<file path="src/rtl/sram_port0_rr_arbiter.sv">
// Round-robin arbiter sharing port 0 (RW) of a 1rw1r OpenRAM macro between NUM_REQ requesters.
// Every macro input is registered; responses return two edges after accept, in accept order.
module sram_port0_rr_arbiter #(
    parameter int unsigned NUM_REQ    = 2,
    parameter int unsigned ADDR_WIDTH = 9,
    parameter int unsigned DATA_WIDTH = 32,
    parameter int unsigned NUM_WMASKS = 4
) (
    input  logic                             clk,
    input  logic                             rst,

    input  logic [NUM_REQ-1:0]               req_valid,
    output logic [NUM_REQ-1:0]               req_ready,
    input  logic [NUM_REQ-1:0]               req_we,
    input  logic [NUM_REQ*NUM_WMASKS-1:0]    req_wmask,
    input  logic [NUM_REQ*ADDR_WIDTH-1:0]    req_addr,
    input  logic [NUM_REQ*DATA_WIDTH-1:0]    req_wdata,

    output logic [NUM_REQ-1:0]               rsp_valid,
    output logic                             rsp_is_read,
    output logic [DATA_WIDTH-1:0]            rsp_rdata,

    output logic                             sram_csb0,
    output logic                             sram_web0,
    output logic [NUM_WMASKS-1:0]            sram_wmask0,
    output logic [ADDR_WIDTH-1:0]            sram_addr0,
    output logic [DATA_WIDTH-1:0]            sram_din0,
    input  logic [DATA_WIDTH-1:0]            sram_dout0
);

    localparam int unsigned PTR_WIDTH = (NUM_REQ > 1) ? $clog2(NUM_REQ) : 1;

    logic [PTR_WIDTH-1:0]  ptr;
    logic [PTR_WIDTH-1:0]  next_ptr;
    logic [PTR_WIDTH:0]    scan_idx;
    logic [PTR_WIDTH-1:0]  grant_idx;
    logic                  grant_any;
    logic [NUM_REQ-1:0]    grant;

    logic                  sel_we;
    logic [NUM_WMASKS-1:0] sel_wmask;
    logic [ADDR_WIDTH-1:0] sel_addr;
    logic [DATA_WIDTH-1:0] sel_wdata;

    logic [NUM_REQ-1:0]    s1_id;
    logic                  s1_read;
    logic [NUM_REQ-1:0]    s2_id;
    logic                  s2_read;

    // Scan requesters starting at ptr; first valid one wins.
    always_comb begin
        grant_any = 1'b0;
        grant_idx = '0;
        scan_idx  = '0;
        for (int k = 0; k < NUM_REQ; k++) begin
            scan_idx = {1'b0, ptr} + (PTR_WIDTH + 1)'(k);
            if (scan_idx >= (PTR_WIDTH + 1)'(NUM_REQ)) begin
                scan_idx = scan_idx - (PTR_WIDTH + 1)'(NUM_REQ);
            end
            if (!grant_any && req_valid[scan_idx[PTR_WIDTH-1:0]]) begin
                grant_any = 1'b1;
                grant_idx = scan_idx[PTR_WIDTH-1:0];
            end
        end
    end

    always_comb begin
        grant = '0;
        for (int i = 0; i < NUM_REQ; i++) begin
            if (grant_any && (grant_idx == PTR_WIDTH'(i))) begin
                grant[i] = 1'b1;
            end
        end
    end

    assign req_ready = rst ? '0 : grant;

    assign next_ptr = (grant_idx == PTR_WIDTH'(NUM_REQ - 1)) ? '0 : grant_idx + 1'b1;

    always_comb begin
        sel_we    = 1'b0;
        sel_wmask = '0;
        sel_addr  = '0;
        sel_wdata = '0;
        for (int i = 0; i < NUM_REQ; i++) begin
            if (grant[i]) begin
                sel_we    = req_we[i];
                sel_wmask = req_wmask[i*NUM_WMASKS +: NUM_WMASKS];
                sel_addr  = req_addr[i*ADDR_WIDTH +: ADDR_WIDTH];
                sel_wdata = req_wdata[i*DATA_WIDTH +: DATA_WIDTH];
            end
        end
    end

    // Issue stage: address/data hold when idle, control returns to deselected.
    always_ff @(posedge clk or posedge rst) begin
        if (rst) begin
            ptr         <= '0;
            sram_csb0   <= 1'b1;
            sram_web0   <= 1'b1;
            sram_wmask0 <= '0;
            sram_addr0  <= '0;
            sram_din0   <= '0;
        end else if (grant_any) begin
            ptr         <= next_ptr;
            sram_csb0   <= 1'b0;
            sram_web0   <= ~sel_we;
            sram_wmask0 <= sel_we ? sel_wmask : '0;
            sram_addr0  <= sel_addr;
            sram_din0   <= sel_wdata;
        end else begin
            sram_csb0   <= 1'b1;
            sram_web0   <= 1'b1;
            sram_wmask0 <= '0;
        end
    end

    // Stage 1 lines up with the issue registers, stage 2 with the macro's capture cycle.
    always_ff @(posedge clk or posedge rst) begin
        if (rst) begin
            s1_id   <= '0;
            s1_read <= 1'b0;
            s2_id   <= '0;
            s2_read <= 1'b0;
        end else begin
            s1_id   <= grant;
            s1_read <= grant_any & ~sel_we;
            s2_id   <= s1_id;
            s2_read <= s1_read;
        end
    end

    assign rsp_valid   = s2_id;
    assign rsp_is_read = s2_read;
    assign rsp_rdata   = s2_read ? sram_dout0 : '0;

endmodule

</file>
<file path="config.mk">
export PLATFORM = sky130hd
export DESIGN_NAME = sram_port0_rr_arbiter
export DESIGN_NICKNAME = d
export VERILOG_FILES = /design/src/rtl/sram_port0_rr_arbiter.sv
export SDC_FILE = /design/constraint.sdc
export NUM_CORES = 1
export LEC_CHECK = 0
export CORE_AREA = 2 2 91 93
export CTS_CLUSTER_DIAMETER = 40
export DETAILED_ROUTE_END_ITERATION = 8
export DIE_AREA = 0 0 93 95
export GPL_ROUTABILITY_DRIVEN = 0
export GPL_TIMING_DRIVEN = 0
export PLACE_DENSITY = 0.85
export SETUP_SLACK_MARGIN = 0.15
export SKIP_CTS_REPAIR_TIMING = 1
export SYNTH_ARGS = -nofsm -noshare
export SYNTH_HDL_FRONTEND = slang
export SYNTH_SLANG_ARGS = --single-unit
export TNS_END_PERCENT = 5
</file>
<file path="constraint.sdc">
create_clock -name clk -period 10 [get_ports clk]
set_clock_uncertainty 0.1 [all_clocks]
set_input_delay 3 -clock clk [delete_from_list [all_inputs] [get_ports clk]]
set_output_delay 3 -clock clk [all_outputs]
set_load 0.1 [all_outputs]
</file>
# Yosys cells after proc, flatten, opt, wreduce, memory -nomap -nowiden
# Index checks and enable logic that the tools add are counted.
# word_totals
out_inout_bits	84
register_bits	54
word_cells	52
in_bits	128
# op_classes
magnitude_cmp	4
n_bitwise	3
n_addsub	4
n_mux	27
reduce_logical	4
# ops
cell	n
two-way mux 32 bit	3
two-way mux 9 bit	2
two-way mux 1 bit	17
two-way mux 4 bit	4
< comparator 1 x 2 -> 1 bit, second input constant	2
logical AND 1 bit	3
adder 1 x 1 -> 2 bit, second input constant	1
>= comparator 1 x 2 -> 1 bit, second input constant	1
>= comparator 2 bit, second input constant	1
two-way mux 2 bit	1
NOT 1 bit	2
subtractor 1 bit, second input constant	2
adder 1 bit, second input constant	1
bitwise AND 1 bit	1
zero test 1 bit	1

# Logic depth before layout (Yosys ltp)
# logic_depth
ltp_word	15
depth_mapped	6
mapped_depth_nobuf	4

# Least setup slack after synthesis
# No wires, ideal clock.
# synth_timing
path_kind	input-to-output
start	in rst
end	out req_ready[1]
required_time_ps	6900
path_buffers	0
path_slack_ps	1802
arrival_ps	5098
cell_stages	2
cell_sequence	inv_1 > and3_1
# synth_via
elab_chain_cells	1
# synth_lines
item	line	text
from (decl)	10	input logic rst,
two-way mux 2 bit	76	assign req_ready = rst ? '0 : grant;
to (decl)	13	output logic [NUM_REQ-1:0] req_ready,
# No other way between the ends.

# Worst setup path after layout
# layout_timing
start	in req_valid[1]
end	out req_ready[1]
# layout_via
elab_chain_cells	9
word_cells_on_any_way	13
classes_between	mux (10); reduce/logical (3)
# layout_lines
item	line	text
from (decl)	12	input logic [NUM_REQ-1:0] req_valid,
two-way mux 1 bit (implied by the code) (2 in a row)	60	if (!grant_any && req_valid[scan_idx[PTR_WIDTH-1:0]]) begin
two-way mux 1 bit	60	
zero test 1 bit	60	
logical AND 1 bit	60	
two-way mux 1 bit	60	
logical AND 1 bit *	70	if (grant_any && (grant_idx == PTR_WIDTH'(i))) begin
two-way mux 1 bit *	70	
two-way mux 2 bit *	76	
# Mark *: on every way between the ends. The rest lies on a longest branch, timed or not. The select of a mux whose other input is x is not followed.

==> run_results.csv <==
group,metric,value,unit
floorplan,row_count,33,
synth,synthCells,297,
grt,antenna_found_initial,0,
route,drc,0,
route,drt_pass1_iterations,4,
place,dp.final_hpwl,7.952,mm
clock_tree,cts_tree,"done",
setup_path,start_kind,"primary input",
finish,final_nets,643,
route,ant_nets,0,
floorplan,die_x,93,microns
grt,grt_use_met2,41.97,%
pwr,powerDensity,168.2,mW/mm^2
grt,overflow,0,
timing,worstMarginPinSlew,1027,ps
grt,grt_util_met3,5.746,%
place,dp_slack,1346,ps
synth,syn_area,0.002816,sq mm
place,port_buffers,210,
synth,synthesis.nets,425,
timing,maxClockFrequency,115.7,MHz
route,totalWireLength,10.05,mm
synth,ys.warnings.count,0,
grt,grt_max_degree,34,
floorplan,die_height,95,microns
finish,nFillCells,665,
flow_run,maxCapViolations,0,
setup_path,cp_max_fo,10,
floorplan,fp.dieArea,0.008835,sq mm
timing,rsz0062_at_grt,"no",
finish,seqCellArea,0.001354,sq mm
synth,ys_ff_latch,54,
clock_tree,numCtsBuffers,5,
floorplan,core,0.007928,sq mm
pwr,p_leak,1.998,nW
setup_path,critPathArrivalTime,5550,ps
grt,use_met1,24.48,%
route,drt_iter0_drc,93,
finish,multi_input_area,0.001314,sq mm
status,status,"complete, no violations",
grt,grt_pass1_wl,15.46,mm
setup_path,cp-end-kind,"output pin",
route,routedWlPerCell,16.18,microns
timing,maxSlewHeadroom,31.31,%
timing,setup_slack,1355,ps
synth,yosysMostFrequentCell,"dfrtp_1",
synth,synth-edff-count,0,
clock_tree,insertion_delay,300,ps
synth,async_flop_share,100.0,%
route,via_per_inst,5.069,
finish,antenna_cells,0,
timing,hold_violations,0,
clock_tree,clock-root-buffer,"clkbuf_8",
synth,synthFlopType,"dfrtp_1",
finish,areaGrowthSynthToFinish,83.25,%
synth,syn_avg_cell_area,9.483,sq um
synth,yosysTopAreaCell,"dfrtp_1",
floorplan,start_util,35.53,%
synth,ys_top_cells_by_area,"dfrtp_1 (46%), a211oi_1 (11%), nor2b_1 (9.1%)",
timing,post-route-min-period,8646,ps
min_path,hold_path_class,"reg2reg",
timing,period_share,86.46,%
synth,synth_top_area_share,46.20,%
timing,slew_viol_final,0,
clock_tree,ctsHtreeMaxLevel,2,
setup_path,worstSetupPathType,"in2out",
grt,grt_pass1_vias,3206,
timing,finalSetupTns,0,ps
floorplan,io_pins,212,
pwr,ir_drop,0.1090,mV
timing,setup_viol,0,
setup_path,cp_top_family,"buffers and inverters",
grt,busiest_layer,"met2",
synth,ys_seq_area_share,48.07,%
finish,drive_gt1_share,6.395,%
clock_tree,path_clk_slew,80,ps
synth,synth.distinct_cells,22,
setup_path,cp_num_buf_inv,5,
clock_tree,cts_buffer_depth,2,
clock_tree,clock_sinks,54,
route,vias,3148,
setup_path,required,6900,ps
setup_path,cp_cell_sequence,"clkdlybuf4s50_1 -> buf_2 -> buf_4 -> buf_2 -> and3_1 -> clkdlybuf4s50_1",
setup_path,max_stage_delay,1130,ps
setup_path,slowest_stage,"clkdlybuf4s50_1",
synth,synthTopCellsByCount,"dfrtp_1 (52), nor2_1 (47), a211oi_1 (41), nor2b_1 (41), o22ai_1 (41)",
grt,grtUsageTotal,22.17,%
-- kinds of logic (layout without fill, tap and decap cells) --
logic type      Yosys count  after routing  synth area share [%]
flops                    54             54                 48.07
buf+inv                  29            248                 5.286
compound gates           89             89                 23.10
simple gates            125            125                 23.55
-- flip-flops by register name, summed over array words and instances, names as in the netlist --
name	cells
sram_addr0	9
sram_wmask0	4
s1_read	1
ptr	1
sram_din0	32
sram_csb0	1
s1_id	2
sram_web0	1
rsp_valid	2
rsp_is_read	1
-- per-layer routing --
metal	share of wire, %	wire length [microns]	vias up
li1	-	-	1493
met1	39	3869	1489
met4	2.1	210	0
met2	51	5137	154
met5	0	0	-
met3	8.3	830	12
-- worst paths after layout --
kind                                      end         start  depth (start not counted)  slack, ps
worst max-delay path             req_ready[1]  req_valid[1]                          6       1350
worst min-delay path             rsp_valid[0]      s1_id[0]                          0        250
worst max register to register   sram_din0[4]           ptr                          4       8520
worst min register to register   rsp_valid[0]      s1_id[0]                          0        250
max in group asynchronous       sram_din0[11]           rst                          3       6300
min in group asynchronous       sram_din0[27]           rst                          2       2960
-- stage by stage --
stage | total power [mW] | cells | util (%) | hold slack [ps] | cell area, sq um
final | 0.8683 | 621 | 65.10 | 253.5 | 5161
after global routing | 0.9031 | 621 | 65.10 | 264.8 | 5161
after CTS | 0.8738 | 621 | 65.10 | 255.1 | 5161
after detailed placement | 0.7483 | 613 | 63.95 | 235.6 | 5070
after global placement | 0.7426 | 612 | 63.70 | 231.7 | 5050
after floorplan | 0.6002 | 297 | - | 231.2 | 2816
-- power by group --
part | switching (mW) | total (mW) | internal [mW]
Sequential | 0.0130 | 0.258 | 0.245
Combinational | 0.344 | 0.486 | 0.141
Clock | 0.0690 | 0.125 | 0.0561
Total | 0.426 | 0.868 | 0.442
-- placed cells by master, fill, tap and decap left out, drive strengths merged, types with 2 or more instances in the layout --
cell type,n
a211oi,41
a32oi,5
and2,33
buf,21
clkbuf,14
clkdlybuf4s50,210
dfrtp,52
dfstp,2
inv,2
nor2,47
nor2b,41
o22ai,41
-- final cells by class --
cell class                 instances  area share (%)
multi-input combinational        214           25.45
inverter                           2          0.1939
sequential                        54           26.23
tap                              105           2.545
timing repair buffer             211           41.12
clock buffer                       7           1.673
buffer                            27           2.691
clock inverter                     1         0.09697
Note: power is estimated with default switching activity, not from simulation.
